File: src/rtl/alu_result_stage_if.sv
// Handshake and data bundle between the adder, the result stage and its consumer.
interface alu_result_stage_if #(
  parameter int unsigned WIDTH = 8
);
  logic             in_valid;
  logic             in_ready;
  logic [WIDTH-1:0] A;
  logic [WIDTH-1:0] B;
  logic [WIDTH-1:0] Sum;
  logic             Cout;
  logic             out_valid;
  logic             out_ready;
  logic [WIDTH-1:0] Result;
  logic             C;
  logic             Z;
  logic             N;
  logic             V;

  modport master (
    output in_valid, A, B, Sum, Cout, out_ready,
    input  in_ready, out_valid, Result, C, Z, N, V
  );

  modport slave (
    input  in_valid, A, B, Sum, Cout, out_ready,
    output in_ready, out_valid, Result, C, Z, N, V
  );
endinterface

File: src/rtl/alu_result_stage.sv
// Registered result stage after the adder: derives C/Z/N/V, buffers results in a
// small FIFO and keeps the chaining carry for add-with-carry.
module alu_result_stage #(
  parameter int unsigned WIDTH = 8,
  parameter int unsigned DEPTH = 2
) (
  input  logic                   clk,
  input  logic                   rst_n,
  alu_result_stage_if.slave      bus,
  output logic                   carry_q,
  input  logic                   carry_clr,
  output logic [$clog2(DEPTH):0] count
);
  localparam int unsigned AW = $clog2(DEPTH);
  localparam int unsigned EW = WIDTH + 4;
  localparam logic [AW:0] FULL_CNT = DEPTH[AW:0];

  typedef logic [EW-1:0] entry_t;

  entry_t        mem [DEPTH];
  entry_t        din;
  entry_t        head_q;
  entry_t        head_next;
  logic [AW-1:0] wr_ptr;
  logic [AW-1:0] rd_ptr;
  logic [AW-1:0] rd_next;
  logic [AW:0]   count_next;
  logic          push;
  logic          pop;
  logic          flag_v;

  assign bus.in_ready  = (count != FULL_CNT);
  assign bus.out_valid = (count != '0);
  assign {bus.Result, bus.C, bus.Z, bus.N, bus.V} = head_q;

  always_comb begin
    flag_v     = (bus.A[WIDTH-1] == bus.B[WIDTH-1]) && (bus.Sum[WIDTH-1] != bus.A[WIDTH-1]);
    din        = {bus.Sum, bus.Cout, (bus.Sum == '0), bus.Sum[WIDTH-1], flag_v};
    push       = bus.in_valid && bus.in_ready;
    pop        = bus.out_valid && bus.out_ready;
    rd_next    = pop ? rd_ptr + AW'(1) : rd_ptr;
    count_next = count;
    case ({push, pop})
      2'b10:   count_next = count + (AW+1)'(1);
      2'b01:   count_next = count - (AW+1)'(1);
      default: count_next = count;
    endcase
    // The entry becoming head may be the one written on this same edge
    // (push into empty, or push+pop with a single entry); forward it from din.
    head_next = (push && (wr_ptr == rd_next)) ? din : mem[rd_next];
  end

  always_ff @(posedge clk) begin
    if (push) begin
      mem[wr_ptr] <= din;
    end
  end

  always_ff @(posedge clk or negedge rst_n) begin
    if (!rst_n) begin
      wr_ptr  <= '0;
      rd_ptr  <= '0;
      count   <= '0;
      head_q  <= '0;
      carry_q <= 1'b0;
    end else begin
      if (push) begin
        wr_ptr <= wr_ptr + AW'(1);
      end
      rd_ptr <= rd_next;
      count  <= count_next;
      // Head register only reloads while something is buffered, so an empty
      // stage keeps presenting the last popped entry.
      if (count_next != '0) begin
        head_q <= head_next;
      end
      if (push) begin
        carry_q <= bus.Cout;
      end else if (carry_clr) begin
        carry_q <= 1'b0;
      end
    end
  end
endmodule

File: src/flat_wrapper.sv
// flat-port wrapper written by rule: the top's interface ports become plain ports
module alu_result_stage_flat 
#(
  parameter int unsigned WIDTH = 8,
  parameter int unsigned DEPTH = 2
)
  (clk, rst_n, carry_q, carry_clr, count, bus_in_valid, bus_A, bus_B, bus_Sum, bus_Cout, bus_out_ready, bus_in_ready, bus_out_valid, bus_Result, bus_C, bus_Z, bus_N, bus_V);
  alu_result_stage_if #(.WIDTH(WIDTH)) bus_i ();
  input  logic clk;
  input  logic rst_n;
  output logic carry_q;
  input  logic carry_clr;
  output logic [$clog2(DEPTH):0] count;
  input wire logic [$bits(bus_i.in_valid)-1:0] bus_in_valid;
  input wire logic [$bits(bus_i.A)-1:0] bus_A;
  input wire logic [$bits(bus_i.B)-1:0] bus_B;
  input wire logic [$bits(bus_i.Sum)-1:0] bus_Sum;
  input wire logic [$bits(bus_i.Cout)-1:0] bus_Cout;
  input wire logic [$bits(bus_i.out_ready)-1:0] bus_out_ready;
  output wire logic [$bits(bus_i.in_ready)-1:0] bus_in_ready;
  output wire logic [$bits(bus_i.out_valid)-1:0] bus_out_valid;
  output wire logic [$bits(bus_i.Result)-1:0] bus_Result;
  output wire logic [$bits(bus_i.C)-1:0] bus_C;
  output wire logic [$bits(bus_i.Z)-1:0] bus_Z;
  output wire logic [$bits(bus_i.N)-1:0] bus_N;
  output wire logic [$bits(bus_i.V)-1:0] bus_V;
  assign bus_i.in_valid = bus_in_valid;
  assign bus_i.A = bus_A;
  assign bus_i.B = bus_B;
  assign bus_i.Sum = bus_Sum;
  assign bus_i.Cout = bus_Cout;
  assign bus_i.out_ready = bus_out_ready;
  assign bus_in_ready = bus_i.in_ready;
  assign bus_out_valid = bus_i.out_valid;
  assign bus_Result = bus_i.Result;
  assign bus_C = bus_i.C;
  assign bus_Z = bus_i.Z;
  assign bus_N = bus_i.N;
  assign bus_V = bus_i.V;
  alu_result_stage #(.WIDTH(WIDTH), .DEPTH(DEPTH)) u_core (.clk(clk), .rst_n(rst_n), .bus(bus_i), .carry_q(carry_q), .carry_clr(carry_clr), .count(count));
endmodule
File: config.mk
export PLATFORM = sky130hd
export DESIGN_NAME = alu_result_stage_flat
export DESIGN_NICKNAME = d
export VERILOG_FILES = /design/src/rtl/alu_result_stage_if.sv /design/src/rtl/alu_result_stage.sv /design/src/flat_wrapper.sv
export SDC_FILE = /design/constraint.sdc
export NUM_CORES = 1
export LEC_CHECK = 0
export BUFFER_PORTS_ARGS = -buffer_cell sky130_fd_sc_hd__buf_2
export CORE_ASPECT_RATIO = 0.8
export CORE_MARGIN = 5
export CORE_UTILIZATION = 55
export CTS_CLUSTER_SIZE = 28
export DETAILED_ROUTE_END_ITERATION = 8
export GPL_TIMING_DRIVEN = 0
export HOLD_SLACK_MARGIN = 0.1
export PLACE_DENSITY = 0.83
export SYNTH_ARGS = -nofsm -noshare
export SYNTH_HDL_FRONTEND = slang
export SYNTH_SLANG_ARGS = --single-unit
File: constraint.sdc
create_clock -name clk -period 4.09 [get_ports clk]
set_input_delay 0.409 -clock clk [delete_from_list [all_inputs] [get_ports clk]]
set_output_delay 0.409 -clock clk [all_outputs]
set_load 0.05 [all_outputs]
==> impl_metrics.csv <==
group,metric,value,unit
synth,synth_nets,152,
placement,dp_hpwl,2280,um
layout,finalNetCount,192,
synth,synthTopCellsByArea,"edfxtp_1 39%, dfrtp_1 24%, mux2_4 8.0%",
floorplanning,fp-row-count,18,
route,drtIter0Drc,48,
grt,antenna_found_initial,0,
setup_path,path_cells,"buf_6 > nand2b_1 > nand2_1 > ha_1 > nor2_1 > a22o_1 > clkbuf_1 > nand2_1 > o21ai_1",
setup_path,critPathArrivalTime,2400,ps
placement,gp_congestion,0.779,
clocking,cts_max_path_buffers,2,
grt,grt_pass1_wl,5190,um
floorplanning,die_x,72.1,um
timing,period_share,53.5,%
timing,worst_slack,1900,ps
route,routed_wl,3110,um
grt,track_usage,16.8,%
setup_path,cpMaxStageDelayCell,"dfrtp_1",
synth,syn_inst,121,
power_and_ir_drop,p_leak,0.901,nW
layout,drive_above_1_share,34.6,%
setup_path,rr_worst_depth,9,
timing,hold_ws,336,ps
clocking,clk_latency,280,ps
synth,syn-cell-area,0.00170,mm2
setup_path,r2r-end,"u_core.head_q[1]",
route,antenna_left,0,
setup_path,endpoint_kind,"flip-flop",
timing,setup_viol,0,
flow_run,max_cap_viol_count,0,
setup_path,cp_max_fo,10,
synth,ys_warn_count,0,
clocking,htreeDepth,2,
setup_path,slowest_delay,380,ps
timing,setup-tns-final,0,ps
clocking,clock_sinks,38,
timing,tightest_slew,923,ps
route,vias,1033,
timing,fin_crit,2190,ps
placement,portBuffers,32,
timing,rsz0062_at_grt,"no",
status,status,"finished clean",
worst_hold_path,holdPathEnd,"u_core.mem[0][4]",
worst_hold_path,hp-class,"input pin to flip-flop",
clocking,ctsResizeCount,0,
clocking,clk_pin_slew_worst_paths,70,ps
grt,first_global_vias,1084,
clocking,cts_tree,"built",
floorplanning,io-pin-count,47,
setup_path,cp.required,4300,ps
grt,grt_overflow_total,0,
worst_hold_path,min_from,"bus_Sum[0]",
power_and_ir_drop,powerDensity,949,mW/mm2
timing,finClkSkew,5.59,ps
clocking,cts_buffers,5,
placement,dpl.cell_count,193,
setup_path,crit_start,"u_core.count[0]",
power_and_ir_drop,total_power,1.89,mW
synth,avgSynthCellArea,14.0,um2
route,via_per_inst,5.11,
layout,final_cells,202,
layout,n_antenna_cell,0,
timing,hold_viol_final,0,
timing,relSlewSlack,38.2,%
route,drtPass1Iterations,4,
setup_path,timing.reg2reg.setup_slack,1900,ps
synth,synth_top_area_cell,"edfxtp_1",
floorplanning,start_util,56.2,%
synth,synth.distinct_cells,28,
setup_path,worst_path_most_repeated_cell,"nand2_1",
layout,syn2layout_area_growth,17.7,%
floorplanning,die_h,59.7,um
worst_hold_path,hold_depth,1,
synth,yosysTopAreaCellShare,39.0,%
clocking,cts_root_buf,"clkbuf_8",
route,wl_per_cell,15.4,um
power_and_ir_drop,vdd_drop_max,0.000463,V
timing,clock.fmax,457,MHz
synth,yosysSeqAreaShare,62.6,%
grt,grt_max_degree,17,
route,drc_errors,0,
floorplanning,core-area,0.00302,mm2
setup_path,startpoint_type,"flip-flop",
setup_path,critical_path_class,"flip-flop to flip-flop",
setup_path,rr_startpoint,"u_core.count[0]",
timing,slew_viol_final,0,
floorplanning,dieArea,0.00430,mm2
placement,pre_cts_ws,1900,ps
synth,ys_ff_latch,38,
[logic make-up (layout without fill, tap and decap cells)]
kind of cell,after synthesis,after routing,share of synthesized area [%]
and+or+nand+nor,29,29,7.82
adders and majority gates,1,1,0.738
DFF,38,38,62.6
buffers and inverters,8,49,3.17
xor gates and xnor gates,7,7,4.06
muxes,22,22,15.8
AOI/OAI and AO/OA,16,16,5.83
[routing by layer]
layer | global-route usage (%) | routed length (um) | share of wire (%)
met1 | 18.9 | 1250 | 40
met3 | 4.87 | 171 | 5.5
met2 | 29.8 | 1650 | 53
met4 | 7.24 | 28 | 0.90
met5 | 0 | 0 | 0
[layout make-up]
cell class,count,area [um2]
buffer,6,46.3
timing repair buffer,33,170
clock buffer,5,68.8
inverter,2,7.51
clock inverter,3,11.3
multi-input combinational,75,581
sequential,38,1060
fill,245,1020
tap,40,50.0
[state kept, by name, indices dropped and copies added, names as in the netlist]
name	count
u_core.head_q	11
u_core.mem	22
u_core.carry_q	1
u_core.count	2
u_core.wr_ptr	1
u_core.rd_ptr	1
[layout by cell type, fill, tap and decap left out, types with 2 or more instances in the layout]
cell type  instances
buf_2             33
edfxtp_1          22
dfrtp_1           16
nand2_1           15
mux2i_1           11
o21ai_1           10
mux2_4             9
nor2_1             6
clkbuf_8           5
xnor2_1            4
clkinv_1           3
buf_6              2
inv_1              2
o21ai_0            2
xor2_1             2
or4_1              2
and3_1             2
buf_4              2
mux2_2             2
[how the worst max path moves through the flow]
stage,to
after floorplan,u_core.head_q[1]
after global placement,u_core.head_q[4]
after detailed placement,u_core.head_q[6]
after CTS,u_core.head_q[6]
after global routing,u_core.head_q[3]
final,u_core.head_q[1]
[cells in the mapped netlist, drive strengths merged]
cell / n
inv: 2
xnor2: 5
dfrtp: 16
or2b: 1
nand3b: 1
edfxtp: 22
mux2i: 11
nand3: 1
a22o: 1
xor2: 2
a21oi: 1
clkbuf: 1
and3: 2
mux2: 11
ha: 1
buf: 5
nor2: 6
nand2: 15
o21ai: 14
nand2b: 1
or4: 2
[power breakdown]
part	internal (mW)	total [mW]	switching [mW]
Clock	0.114	0.235	0.121
Combinational	0.379	1.04	0.658
Sequential	0.554	0.622	0.0685
[critical path: cells and delay by family (launching register included)]
family / cells / cell delay, ps
AO/OA/AOI/OAI: 2 / 280
adder cells (fa/ha/maj): 1 / 310
buffers and inverters: 2 / 520
flip-flops: 1 / 380
AND/OR/NAND/NOR: 4 / 630
[repair_timing]
item                      in CTS  in global routing
buffers inserted               0                  0
hold buffers                   1                  0
hold endpoints to repair      16                  0
[stage by stage]
stage / utilization (%) / area, um2
floorplan: - / 1700
global placement: 63.1 / 1910
detailed placement: 63.1 / 1910
CTS: 66.1 / 2000
global route: 66.1 / 2000
finish: 66.1 / 2000
Note: power is estimated with default switching activity, not from simulation.
